[config.mk]
export PLATFORM = sky130hd
export DESIGN_NAME = frog_control
export DESIGN_NICKNAME = d
export VERILOG_FILES = /design/src/rtl/frog_pkg.sv /design/src/rtl/frog_control_button_edge.sv /design/src/rtl/frog_control.sv
export SDC_FILE = /design/constraint.sdc
export NUM_CORES = 1
export LEC_CHECK = 0
export CAP_MARGIN = 25
export CORE_MARGIN = 3
export CORE_UTILIZATION = 35
export CTS_BUF_LIST = sky130_fd_sc_hd__clkbuf_16
export CTS_CLUSTER_DIAMETER = 50
export DETAILED_ROUTE_END_ITERATION = 10
export GPL_TIMING_DRIVEN = 0
export PLACE_DENSITY = 0.73
export SLEW_MARGIN = 20
export SYNTH_ARGS = -nofsm -noshare
export SYNTH_HDL_FRONTEND = slang
export SYNTH_HIERARCHICAL = 1
export SYNTH_SLANG_ARGS = --single-unit
[constraint.sdc]
create_clock -name clock -period 5.23 [get_ports clock]
set_input_delay 0.7845 -clock clock [delete_from_list [all_inputs] [get_ports clock]]
set_output_delay 0.7845 -clock clock [all_outputs]
set_load 0.03 [all_outputs]
[src/rtl/frog_pkg.sv]
// frog_pkg -- shared types and constants for the frog controller.
//   state_t  : controller states (IDLE / PLAY / DEAD)
//   GRID     : playfield is GRID x GRID cells
//   START_ROW: row the frog spawns in (bottom of the field)
//   POS_W    : bit width of a row or column index
//   B_*      : bit positions of each button in the packed button vector
package frog_pkg;
  localparam int GRID      = 16;
  localparam int START_ROW = 15;
  localparam int POS_W     = 4;

  localparam int B_UP    = 3;
  localparam int B_DOWN  = 2;
  localparam int B_LEFT  = 1;
  localparam int B_RIGHT = 0;

  typedef enum logic [1:0] {
    IDLE = 2'd0,
    PLAY = 2'd1,
    DEAD = 2'd2
  } state_t;

  typedef logic [POS_W-1:0] pos_t;
endpackage

[src/rtl/frog_control_button_edge.sv]
// button_edge -- synchronizes one raw button level and emits a one-cycle
// pulse on its rising edge.
//   clock   : system clock
//   reset   : synchronous active-low reset
//   i_btn   : raw asynchronous button level
//   o_pulse : high for one cycle, the cycle after the synchronized rise
// A press first sampled at edge k produces o_pulse between edges k+1 and k+2.
module button_edge (
  input  logic clock,
  input  logic reset,
  input  logic i_btn,
  output logic o_pulse
);
  logic       r_sync1;
  logic       r_sync2;
  logic       r_prev;
  logic [2:0] r_warm;

  always_ff @(posedge clock) begin
    if (!reset) begin
      r_sync1 <= 1'b0;
      r_sync2 <= 1'b0;
      r_prev  <= 1'b0;
      r_warm  <= '0;
    end else begin
      r_sync1 <= i_btn;
      r_sync2 <= r_sync1;
      r_prev  <= r_sync2;
      r_warm  <= {r_warm[1:0], 1'b1};
    end
  end

  // The pipeline flops come out of reset at 0, so a button held through
  // reset release would look like a fresh rise. Pulses stay masked until
  // r_prev holds a genuine post-reset sample.
  assign o_pulse = r_sync2 & ~r_prev & r_warm[2];
endmodule

[src/rtl/frog_control.sv]
// frog_control -- frog position / life-cycle controller.
//   clock, reset             : rising-edge clock, synchronous active-low reset
//   up, down, left, right    : raw asynchronous button levels
//   hazard[256]              : car occupancy, bit 16*row+col
//   game_over                : score block ends play
//   frog_row, frog_col       : current frog cell (row 0 = goal, 15 = start)
//   frog_valid               : frog is drawn
//   win, lose, in            : one-cycle event pulses to the score block
module frog_control
  import frog_pkg::*;
#(
  parameter int START_COL = 7,
  parameter int LOCKOUT   = 25_000_000
) (
  input  logic         clock,
  input  logic         reset,
  input  logic         up,
  input  logic         down,
  input  logic         left,
  input  logic         right,
  input  logic [255:0] hazard,
  input  logic         game_over,
  output logic [3:0]   frog_row,
  output logic [3:0]   frog_col,
  output logic         frog_valid,
  output logic         win,
  output logic         lose,
  output logic         in
);
  localparam int   CW        = (LOCKOUT > 1) ? $clog2(LOCKOUT) : 1;
  localparam pos_t ROW_START = pos_t'(START_ROW);
  localparam pos_t COL_START = pos_t'(START_COL);
  localparam pos_t POS_MAX   = pos_t'(GRID - 1);

  logic [3:0] w_raw;
  logic [3:0] w_btn;
  pos_t       w_row;
  pos_t       w_col;
  logic       w_hit;

  state_t        r_state;
  pos_t          r_row;
  pos_t          r_col;
  logic          r_valid;
  logic          r_win;
  logic          r_lose;
  logic          r_in;
  logic [CW-1:0] r_cnt;

  assign w_raw = {up, down, left, right};

  for (genvar gi = 0; gi < 4; gi++) begin : g_btn
    button_edge u_btn (
      .clock   (clock),
      .reset   (reset),
      .i_btn   (w_raw[gi]),
      .o_pulse (w_btn[gi])
    );
  end

  assign w_hit = hazard[{r_row, r_col}];

  // Candidate position for this cycle's move; first set button wins.
  always_comb begin
    w_row = r_row;
    w_col = r_col;
    if (w_btn[B_UP])
      w_row = (r_row == '0) ? r_row : r_row - pos_t'(1);
    else if (w_btn[B_DOWN])
      w_row = (r_row == POS_MAX) ? r_row : r_row + pos_t'(1);
    else if (w_btn[B_LEFT])
      w_col = (r_col == '0) ? r_col : r_col - pos_t'(1);
    else if (w_btn[B_RIGHT])
      w_col = (r_col == POS_MAX) ? r_col : r_col + pos_t'(1);
  end

  always_ff @(posedge clock) begin
    if (!reset) begin
      r_state <= IDLE;
      r_row   <= ROW_START;
      r_col   <= COL_START;
      r_valid <= 1'b0;
      r_win   <= 1'b0;
      r_lose  <= 1'b0;
      r_in    <= 1'b0;
      r_cnt   <= '0;
    end else begin
      r_win  <= 1'b0;
      r_lose <= 1'b0;
      r_in   <= 1'b0;
      unique case (r_state)
        IDLE: begin
          if (|w_btn) begin
            r_in    <= 1'b1;
            r_row   <= ROW_START;
            r_col   <= COL_START;
            r_valid <= 1'b1;
            r_state <= PLAY;
          end
        end
        PLAY: begin
          if (game_over) begin
            r_valid <= 1'b0;
            r_state <= IDLE;
          end else if (w_hit) begin
            // Collision discards any move made in the same cycle.
            r_lose  <= 1'b1;
            r_valid <= 1'b0;
            r_cnt   <= CW'(LOCKOUT - 1);
            r_state <= DEAD;
          end else if (|w_btn) begin
            if (w_row == '0) begin
              r_win <= 1'b1;
              r_row <= ROW_START;
              r_col <= COL_START;
            end else begin
              r_row <= w_row;
              r_col <= w_col;
            end
          end
        end
        DEAD: begin
          if (r_cnt == '0) r_state <= IDLE;
          else             r_cnt   <= r_cnt - CW'(1);
        end
        default: r_state <= IDLE;
      endcase
    end
  end

  assign frog_row   = r_row;
  assign frog_col   = r_col;
  assign frog_valid = r_valid;
  assign win        = r_win;
  assign lose       = r_lose;
  assign in         = r_in;
endmodule

==> metrics.txt <==
die area roughly 16,000 sq um; Seq cells post-synth 63; detailed-route vias per instance ~5.7; Worst setup EP type register; later-pin clock latency in the skew report between 300 and 400 ps; Post-Route WL approximately 21,000 microns; fin util 59.8%; initial drt markers about 430; worst slew pin tran between 700 and 800 ps; Root Buffer clkbuf_16; CTS tree built; # rows 43; GPL Wtd Cong 0.932; HPWL Detailed around 18,000 microns; residual DRC count 0; Cell Area, Synth about 5100 sq um; NetSw 0.000311 W; hold path start g_btn[3].u_btn/r_warm[0]$_DFF_P_; Ports ~280; Placed Area just over 8000 sq um; sequential-to-total area share from yosys stat 24.7%; Overflow after GRT 0; Hold Buf Count CTS 0; Mapped Nets around 770; Hold Violations, Final 0; Rel. slew slack between 50% and 60%; R2R depth 10; P_int between 0.001 and 0.0015 W; Post-synth EDFFs 0; first-pass iteration count of the detailed router 5; Yosys cell types 73; Avg WL per Cell 22.0 microns; most frequent cells in the layout clkdlybuf4s50_1 (274), dfxtp_1 (63), mux2i_1 (42), mux4_2 (33); CTS clock-pin slew for the worst setup and hold paths 60 ps; Hold Crit Class reg -> reg; worst r2r dst win$_SDFF_PP0_; placeable core area about 14,000 sq um; Longest Clk Path Bufs 2; CP Class reg -> reg; most common cell after layout, fill and taps aside clkdlybuf4s50_1; Post-synth ARST share 0%; worst-case clock skew 6.26 ps; first-pass GRT wire length between 30,000 and 40,000 microns; final instance area roughly 8400 sq um; sw frac around a fifth; Final min period 3400 ps; Net count, final ~1,100; CP startpoint frog_col[2]$_SDFFE_PN1P_; Yosys warnings 6; Placed Cells between 900 and 1,000; FMAX between 200 and 300 MHz; Critical Path Start Type register; Gate Count Post-Synth approximately 500; antenna violations before repair 2; ys flop type dfxtp_1; clock network fraction of total power between 40% and 50%; hold path depth 1; Seq pwr share between 30% and 40%; max cap viols 0; VDD IR max ~0.00013 V; initial core utilization 36.2%; worst hold path endpoint g_btn[3].u_btn/r_warm[1]$_SDFF_PN0_; Antenna Nets Post-Route 0; Fin Setup TNS 0 ps; Max FO, Critical Path 10; die height about 130 microns; vias post-DR ~5,600; hold slack final approximately 430 ps; final worst path period share 65.0%; Worst EP arrival 3620 ps; number of global-route vias before repair ~6,000; area grow syn2layout 64.9%; largest net degree at the start of global routing 26; P per Cell Area around 180 nW/um^2; Finished Layout Cells about 1,000; Post-CTS Setup Bufs 0; Syn Area/Cell between 10 and 15 sq um; die span in x 127 microns; CTS H-Tree Depth 3; All-Layer GR Usage between 20% and 30%; unrepaired setup endpoints after global routing no; Num CTS Buffers 9; CP required 5450 ps; final setup vio count 0; Critical R2R Launch frog_col[2]$_SDFFE_PN1P_; Slew Viols, Final 0; status finished clean; reg2reg setup slack 1830 ps; combinational share of power a little over a fifth; Pleak 3.56 nW; post-CTS sizing 0; clock sink total 63; share of post-route cells with drive strength above 1 a little over a tenth; IO buf count between 200 and 300
[logic make-up after synthesis]
logic type | synth area share [%]
AO/OA/AOI/OAI | 14.9
XOR/XNOR | 3.94
buffers and inverters | 7.20
AND/OR/NAND/NOR | 18.0
flip-flops | 24.7
multiplexers | 29.7
adder cells (fa/ha/maj) | 1.62
[critical path, stage by stage, from the launching register on]
cell	delay [ps]
dfxtp_1	540
clkbuf_1	560
buf_2	380
mux4_2	360
a22oi_1	250
a22oi_1	110
o211ai_1	250
o32ai_2	180
buf_6	190
nor3_2	180
nor4b_2	290
[how the worst max path moves through the flow]
stage               slack, ps  cells past startpoint                        to
CTS                      1840                     10            win$_SDFF_PP0_
global placement         1620                     10            win$_SDFF_PP0_
detailed placement       1570                     10            win$_SDFF_PP0_
finish                   1830                     10            win$_SDFF_PP0_
floorplan                2340                     10  frog_col[3]$_SDFFE_PN0P_
global route             1670                     10            win$_SDFF_PP0_
[power by group through the flow]
stage	logic, W	clock network (W)	registers, W
floorplan	0.0000853	0	0.000507
global placement	0.000306	0	0.000506
detailed placement	0.000312	0	0.000507
CTS	0.000314	0.000701	0.000496
global route	0.000333	0.000721	0.000497
finish	0.000314	0.000689	0.000496
[metrics by stage]
stage / power [W] / worst slack (ps)
finish: 0.00150 / 1830
CTS: 0.00151 / 1840
floorplan: 0.000593 / 2340
detailed placement: 0.000818 / 1570
global placement: 0.000812 / 1620
global route: 0.00155 / 1670
[final cells by class]
| class | instances | area [sq um] |
|---|---|---|
| sequential | 63 | 1260 |
| fill | 1160 | 5670 |
| clock inverter | 7 | 120 |
| clock buffer | 9 | 225 |
| buffer | 38 | 312 |
| inverter | 15 | 56.3 |
| antenna | 1 | 2.50 |
| timing repair buffer | 274 | 2740 |
| multi-input combinational | 387 | 3480 |
| tap | 180 | 225 |
[synth_stat cells, types with 12 or more instances]
cell type,number,area (sq um)
nor3_1,19,95.1
a22oi_1,14,105
mux2i_1,42,420
dfxtp_1,63,1260
inv_1,15,56.3
nor2_1,28,105
mux4_2,33,743
nand2_1,19,71.3
mux4_1,13,342
nand3_1,12,60.1
and2_1,27,169
a21oi_1,28,140
xnor2_1,15,131
clkbuf_1,13,48.8
[registers in the layout, indices dropped and copies added, names as in the netlist]
register             cells
win                      1
lose                     1
g_btn.u_btn/r_prev       4
frog_row                 4
frog_col                 4
g_btn.u_btn/r_sync2      4
g_btn.u_btn/r_warm      12
r_state                  2
in                       1
r_cnt                   25
g_btn.u_btn/r_sync1      4
frog_valid               1
[per-layer routing]
layer  vias to the layer above  part of all wire, %  global-route usage, %
li1                       2547                    -                      -
met1                      2671                   38                   30.1
met2                       316                   49                   45.5
met3                        50                  9.6                   7.83
met4                         2                  2.7                   8.14
met5                         -                0.061                      0
(Power assumes the default switching activity.)
==> variant 1, RTL diff (config.mk and constraints unchanged) <==
The parameter `LOCKOUT` goes from 25_000_000 to 12_500_000.
--- a/src/rtl/frog_control.sv
+++ b/src/rtl/frog_control.sv
@@ -12,3 +12,3 @@
   parameter int START_COL = 7,
-  parameter int LOCKOUT   = 25_000_000
+  parameter int LOCKOUT   = 12_500_000
 ) (
Check against the original RTL: no difference found for any inputs over 4 cycles, from zero or initial values and one cycle with reset low; that may be too few to reach the edited logic, so the function may still have changed.
==> variant 1 against the original RTL <==
  * Die area is 2.7% lower
  * Power is 8.7% lower
  * Clock skew is 0.0010 ns higher
  * Clock power is 19% lower
  * Sequential cell count is 1 lower
  * Synthesized area is 2.9% lower
  * Sequential share of layout area is 0.14 points higher
  * Cell area is 2.5% lower
  * Routed wire length is 2.4% higher
  * Setup slack worse by 0.20 ns
==> variant 1: results (changes against the original RTL) <==
| Metric | Value |
|---|---|
| Status | `complete, no violations` |
| RePlAce Congestion | `0.942 (+1.1%)` |
| Routed vias | `5369 (-3.9%)` |
| Reg-to-reg slack, setup | `1.62 ns (-0.20 ns)` |
| Reg-to-reg endpoint | `r_cnt[5]` |
| R2R depth | `13 (+3)` |
| Setup bufs post-CTS | `0 (unchanged)` |
| Hold Crit Class | `flip-flop to flip-flop` |
| Biggest regs | `r_cnt (24), g_btn.u_btn/r_warm (12)` |
| Fillers | `1145 (-1.3%)` |
| Hpwl dp | `18300 microns (+3.3%)` |
| Critical Path Fanout Max | `10 (unchanged)` |
| Ys async rst share | `0% (unchanged)` |
| Proportion of synthesized area in mux cells | `30.6% (+0.90 points)` |
| Clock latency at the later pin of the worst-skew pair | `0.34 ns` |
| Nets | `1035 (-2.1%)` |
| Worst-path clk slew | `0.06 ns (about the same)` |
| CTS resizes | `0 (unchanged)` |
| Routed wire length | `21900 microns (+2.4%)` |
| Yosys warnings | `6 (unchanged)` |
| Initial DRC Count | `558 (+29%)` |
| Yosys cell types | `67 (-8.2%)` |
| Net Count, Synth | `750 (-2.8%)` |
| Worst flop-to-flop path startpoint | `frog_col[2]` |
| DR pass1 iterations | `5 (unchanged)` |
| Antenna violations before repair | `3 (+1)` |
| Adder-Cell Fraction of Synth Area | `1.66% (+0.048 points)` |
| Largest net degree at the start of global routing | `29 (+12%)` |
| Rel. slew slack | `41.6% (-9.3 points)` |
| I/O Buffers | `274 (unchanged)` |
| HP Start | `g_btn[1].u_btn/r_warm[0]` |
| Synth cell count leaders | `dfxtp_1 (62), mux4_2 (54), nor2_1 (37)` |
| GRT Total Usage | `27.4% (+1.5 points)` |
| Proportion of layout cells with a drive suffix above 1 | `13.9% (+3.3 points)` |
| Fin Clk Skew | `0.00727 ns (+0.00101 ns)` |
| Top cells by area, synth | `dfxtp_1 (25%), mux4_2 (25%), mux2i_1 (4.6%)` |
| Leak Pwr | `3.16 nW (-11%)` |
| Post-Synth XOR/XNOR Area | `3.88% (-0.060 points)` |
| Largest Register | `r_cnt` |
| Sequential share of the synthesized area | `25.0% (+0.32 points)` |
| Vias in the first global route | `5575 (-6.0%)` |
| Critical path arrival | `3.87 ns (+0.25 ns)` |
| Hold path depth | `1 (unchanged)` |
| Root Buffer | `clkbuf_16` |
| First-pass GRT wire length | `33200 microns (+2.1%)` |
| Max VDD drop | `0.194 mV (+47%)` |
| Synth Area in Compound Gates | `15.0% (+0.086 points)` |
| Hold endpoint | `g_btn[1].u_btn/r_warm[1]` |
| H-Tree Depth | `3 (unchanged)` |
| Total CTS buffers | `9 (unchanged)` |
[variant 1: cell count changes in the layout (fill, tap and decap cells not counted), moves of 6 or more]
cell | unedited run | this run
mux2i_1 | 42 | 23
nor2_1 | 28 | 37
a21oi_1 | 28 | 12
o211ai_1 | 6 | 0
clkbuf_1 | 13 | 6
mux4_2 | 33 | 54
or3_1 | 7 | 1
and3_1 | 11 | 3
nand2b_1 | 2 | 9
mux4_1 | 13 | 1
a221oi_1 | 9 | 0
nand2_1 | 19 | 30
o21a_1 | 1 | 11
nor3_1 | 19 | 12
[variant 1: worst max-delay path, cell delays in order (launching register included)]
cell and delay [ns]:
dfxtp_1 0.36, buf_2 0.24, buf_4 0.24, buf_4 0.29, clkinv_1 0.37, mux2i_1 0.39, o221ai_1 0.16, nor4_1 0.48
a211oi_2 0.18, o21a_1 0.22, buf_6 0.14, nand2b_1 0.16, buf_6 0.18, nor2_1 0.13
[variant 1: layout make-up]
type | instances | area share, %
multi-input combinational | 373 | 42.0
timing repair buffer | 274 | 33.4
sequential | 62 | 15.1
clock buffer | 9 | 2.74
tap | 176 | 2.68
buffer | 31 | 2.56
clock inverter | 7 | 0.761
inverter | 15 | 0.685
antenna | 1 | 0.0305
[variant 1: routing by layer]
layer / GRT usage [%] / part of all wire (%) / up-vias
met5: 0 / 0.041 / -
met4: 8.23 / 2.9 / 2
met3: 7.12 / 8.4 / 53
met2: 48.1 / 51 / 278
met1: 32.9 / 38 / 2596
li1: - / - / 2440
[variant 1: how the worst max path moves through the flow]
stage / start / endpoint / cells past startpoint
6_report: frog_col[2] / r_cnt[5] / 13
5_1_grt: frog_col[2] / r_cnt[9] / 13
4_1_cts: frog_col[2] / r_cnt[5] / 13
2_1_floorplan: frog_col[2] / r_cnt[1] / 12
3_5_place_dp: hazard[83] / r_cnt[5] / 11
3_3_place_gp: hazard[102] / frog_col[0] / 8
[variant 1: kinds of logic after synthesis]
family | count (synthesis)
adders and majority gates | 6
muxes | 82
xor gates and xnor gates | 22
DFF | 62
and+or+nand+nor | 172
AOI/OAI and AO/OA | 91
buffers and inverters | 46
[variant 1: report_power, final]
part           internal [W]  total, W  switching, W
logic              0.000232  0.000317     0.0000845
registers          0.000485  0.000490    0.00000540
clock network      0.000330  0.000561      0.000231
total               0.00105   0.00137      0.000321
[variant 1: through the flow]
stage | setup slack [ns] | cell area (sq um) | cells | hold slack (ns)
final | 1.62 | 8220 | 948 | 0.434
after global routing | 1.36 | 8220 | 948 | 0.449
after CTS | 1.65 | 8210 | 947 | 0.438
after detailed placement | 1.60 | 7930 | 931 | 0.424
after global placement | 1.68 | 7930 | 931 | 0.414
after floorplan | 2.26 | 4960 | 481 | 0.412
==> variant 2, RTL diff (same settings) <==
Without the edit above. Reset style: asynchronous (`reset`), changed in 2 clocked blocks. Comments in the files are not updated.
--- a/src/rtl/frog_control_button_edge.sv
+++ b/src/rtl/frog_control_button_edge.sv
@@ -18,3 +18,3 @@
 
-  always_ff @(posedge clock) begin
+  always_ff @(posedge clock or negedge reset) begin
     if (!reset) begin
--- a/src/rtl/frog_control.sv
+++ b/src/rtl/frog_control.sv
@@ -76,3 +76,3 @@
 
-  always_ff @(posedge clock) begin
+  always_ff @(posedge clock or negedge reset) begin
     if (!reset) begin
Behaviour: differs if reset is asserted again (counterexample within 10 cycles, from zero or initial values and one cycle with reset low); with reset held inactive, the same outputs for 10 cycles.
==> variant 2 against the original RTL <==
  * Synthesized area down 0.73%
  * Power fell by 7.1%
  * First-iteration DRC count down 15%
  * Cell area is 0.64% lower
  * Sequential cell count did not move
  * Routed wire length decreased by 6.2%
  * Setup slack worse by 0.22 ns
==> variant 2: results (changes against the original RTL) <==
| Metric | Value |
|---|---|
| Status | `complete, no violations` |
| Net Count, Synth | `716 (-7.3%)` |
| Met1 GRT Util | `31.1% (+1.0 points)` |
| Fillers | `1139 (-1.8%)` |
| GRT Total Usage | `24.9% (-0.92 points)` |
| Sequential share of the synthesized area | `31.3% (+6.6 points)` |
| Met3 usage | `5.39% (-2.4 points)` |
| DR pass1 iterations | `7 (+2)` |
| Routed vias | `5081 (-9.0%)` |
| Uppermost routed layer | `met4` |
| Finished Layout Cells | `918 (-5.7%)` |
| Post-Synth XOR/XNOR Area | `4.15% (+0.20 points)` |
| DP Area | `8060 sq um (-0.16%)` |
| Switch share | `19.1% (-1.6 points)` |
| Reg-to-reg endpoint | `frog_col[0]` |
| Largest net degree at the start of global routing | `57 (+120%)` |
| Vias in the first global route | `5571 (-6.1%)` |
| Post-Syn Area per Cell | `11.3 sq um (+12%)` |
| Hold Crit Class | `input pin to async pin` |
| Met2 GRT Util | `43.7% (-1.8 points)` |
| Proportion of layout cells with a drive suffix above 1 | `16.4% (+5.8 points)` |
| Actual slew at the worst max-slew pin | `0.816 ns (+0.0876 ns)` |
| CP max-delay cell | `or4b_2` |
| Routed wire length | `20100 microns (-6.2%)` |
| Gate power share | `20.4% (-0.5 points)` |
| Worst setup path start | `frog_row[0]` |
| Max VDD drop | `0.130 mV (-1.2%)` |
| DP Worst Slack | `1.54 ns (-0.0245 ns)` |
| Yosys cell types | `60 (-18%)` |
| Largest delay share family, worst path | `simple AND/OR/NAND/NOR gates` |
| M1 WL | `7910 microns (-3.8%)` |
| Ys async rst share | `100% (+100 points)` |
| Part of the power in registers | `36.4% (+3.3 points)` |
| Fin Clk Skew | `0.00522 ns (-0.00104 ns)` |
| Leak Pwr | `3.04 nW (-14%)` |
## variant 2: cell types whose count changed in the layout (fill, tap and decap cells not counted), moves of 9 or more
cell	change
dfxtp_1	-63
dfrtp_1	+56
mux4_2	+27
nand2_1	+26
and2_1	-23
mux2i_1	-20
a21oi_1	-12
mux4_1	-10
a221oi_1	-9
and3_1	-9
## variant 2: cell type report
cell class | instances | area [sq um] | share of cell area, %
multi-input cells | 339 | 3240 | 38.7
repair buffers | 275 | 2770 | 33.1
flip-flops and latches | 63 | 1590 | 18.9
clock buffers | 9 | 225 | 2.69
well taps | 180 | 225 | 2.69
plain buffers | 31 | 194 | 2.32
clock inverters | 7 | 81.3 | 0.972
inverters | 14 | 52.6 | 0.628
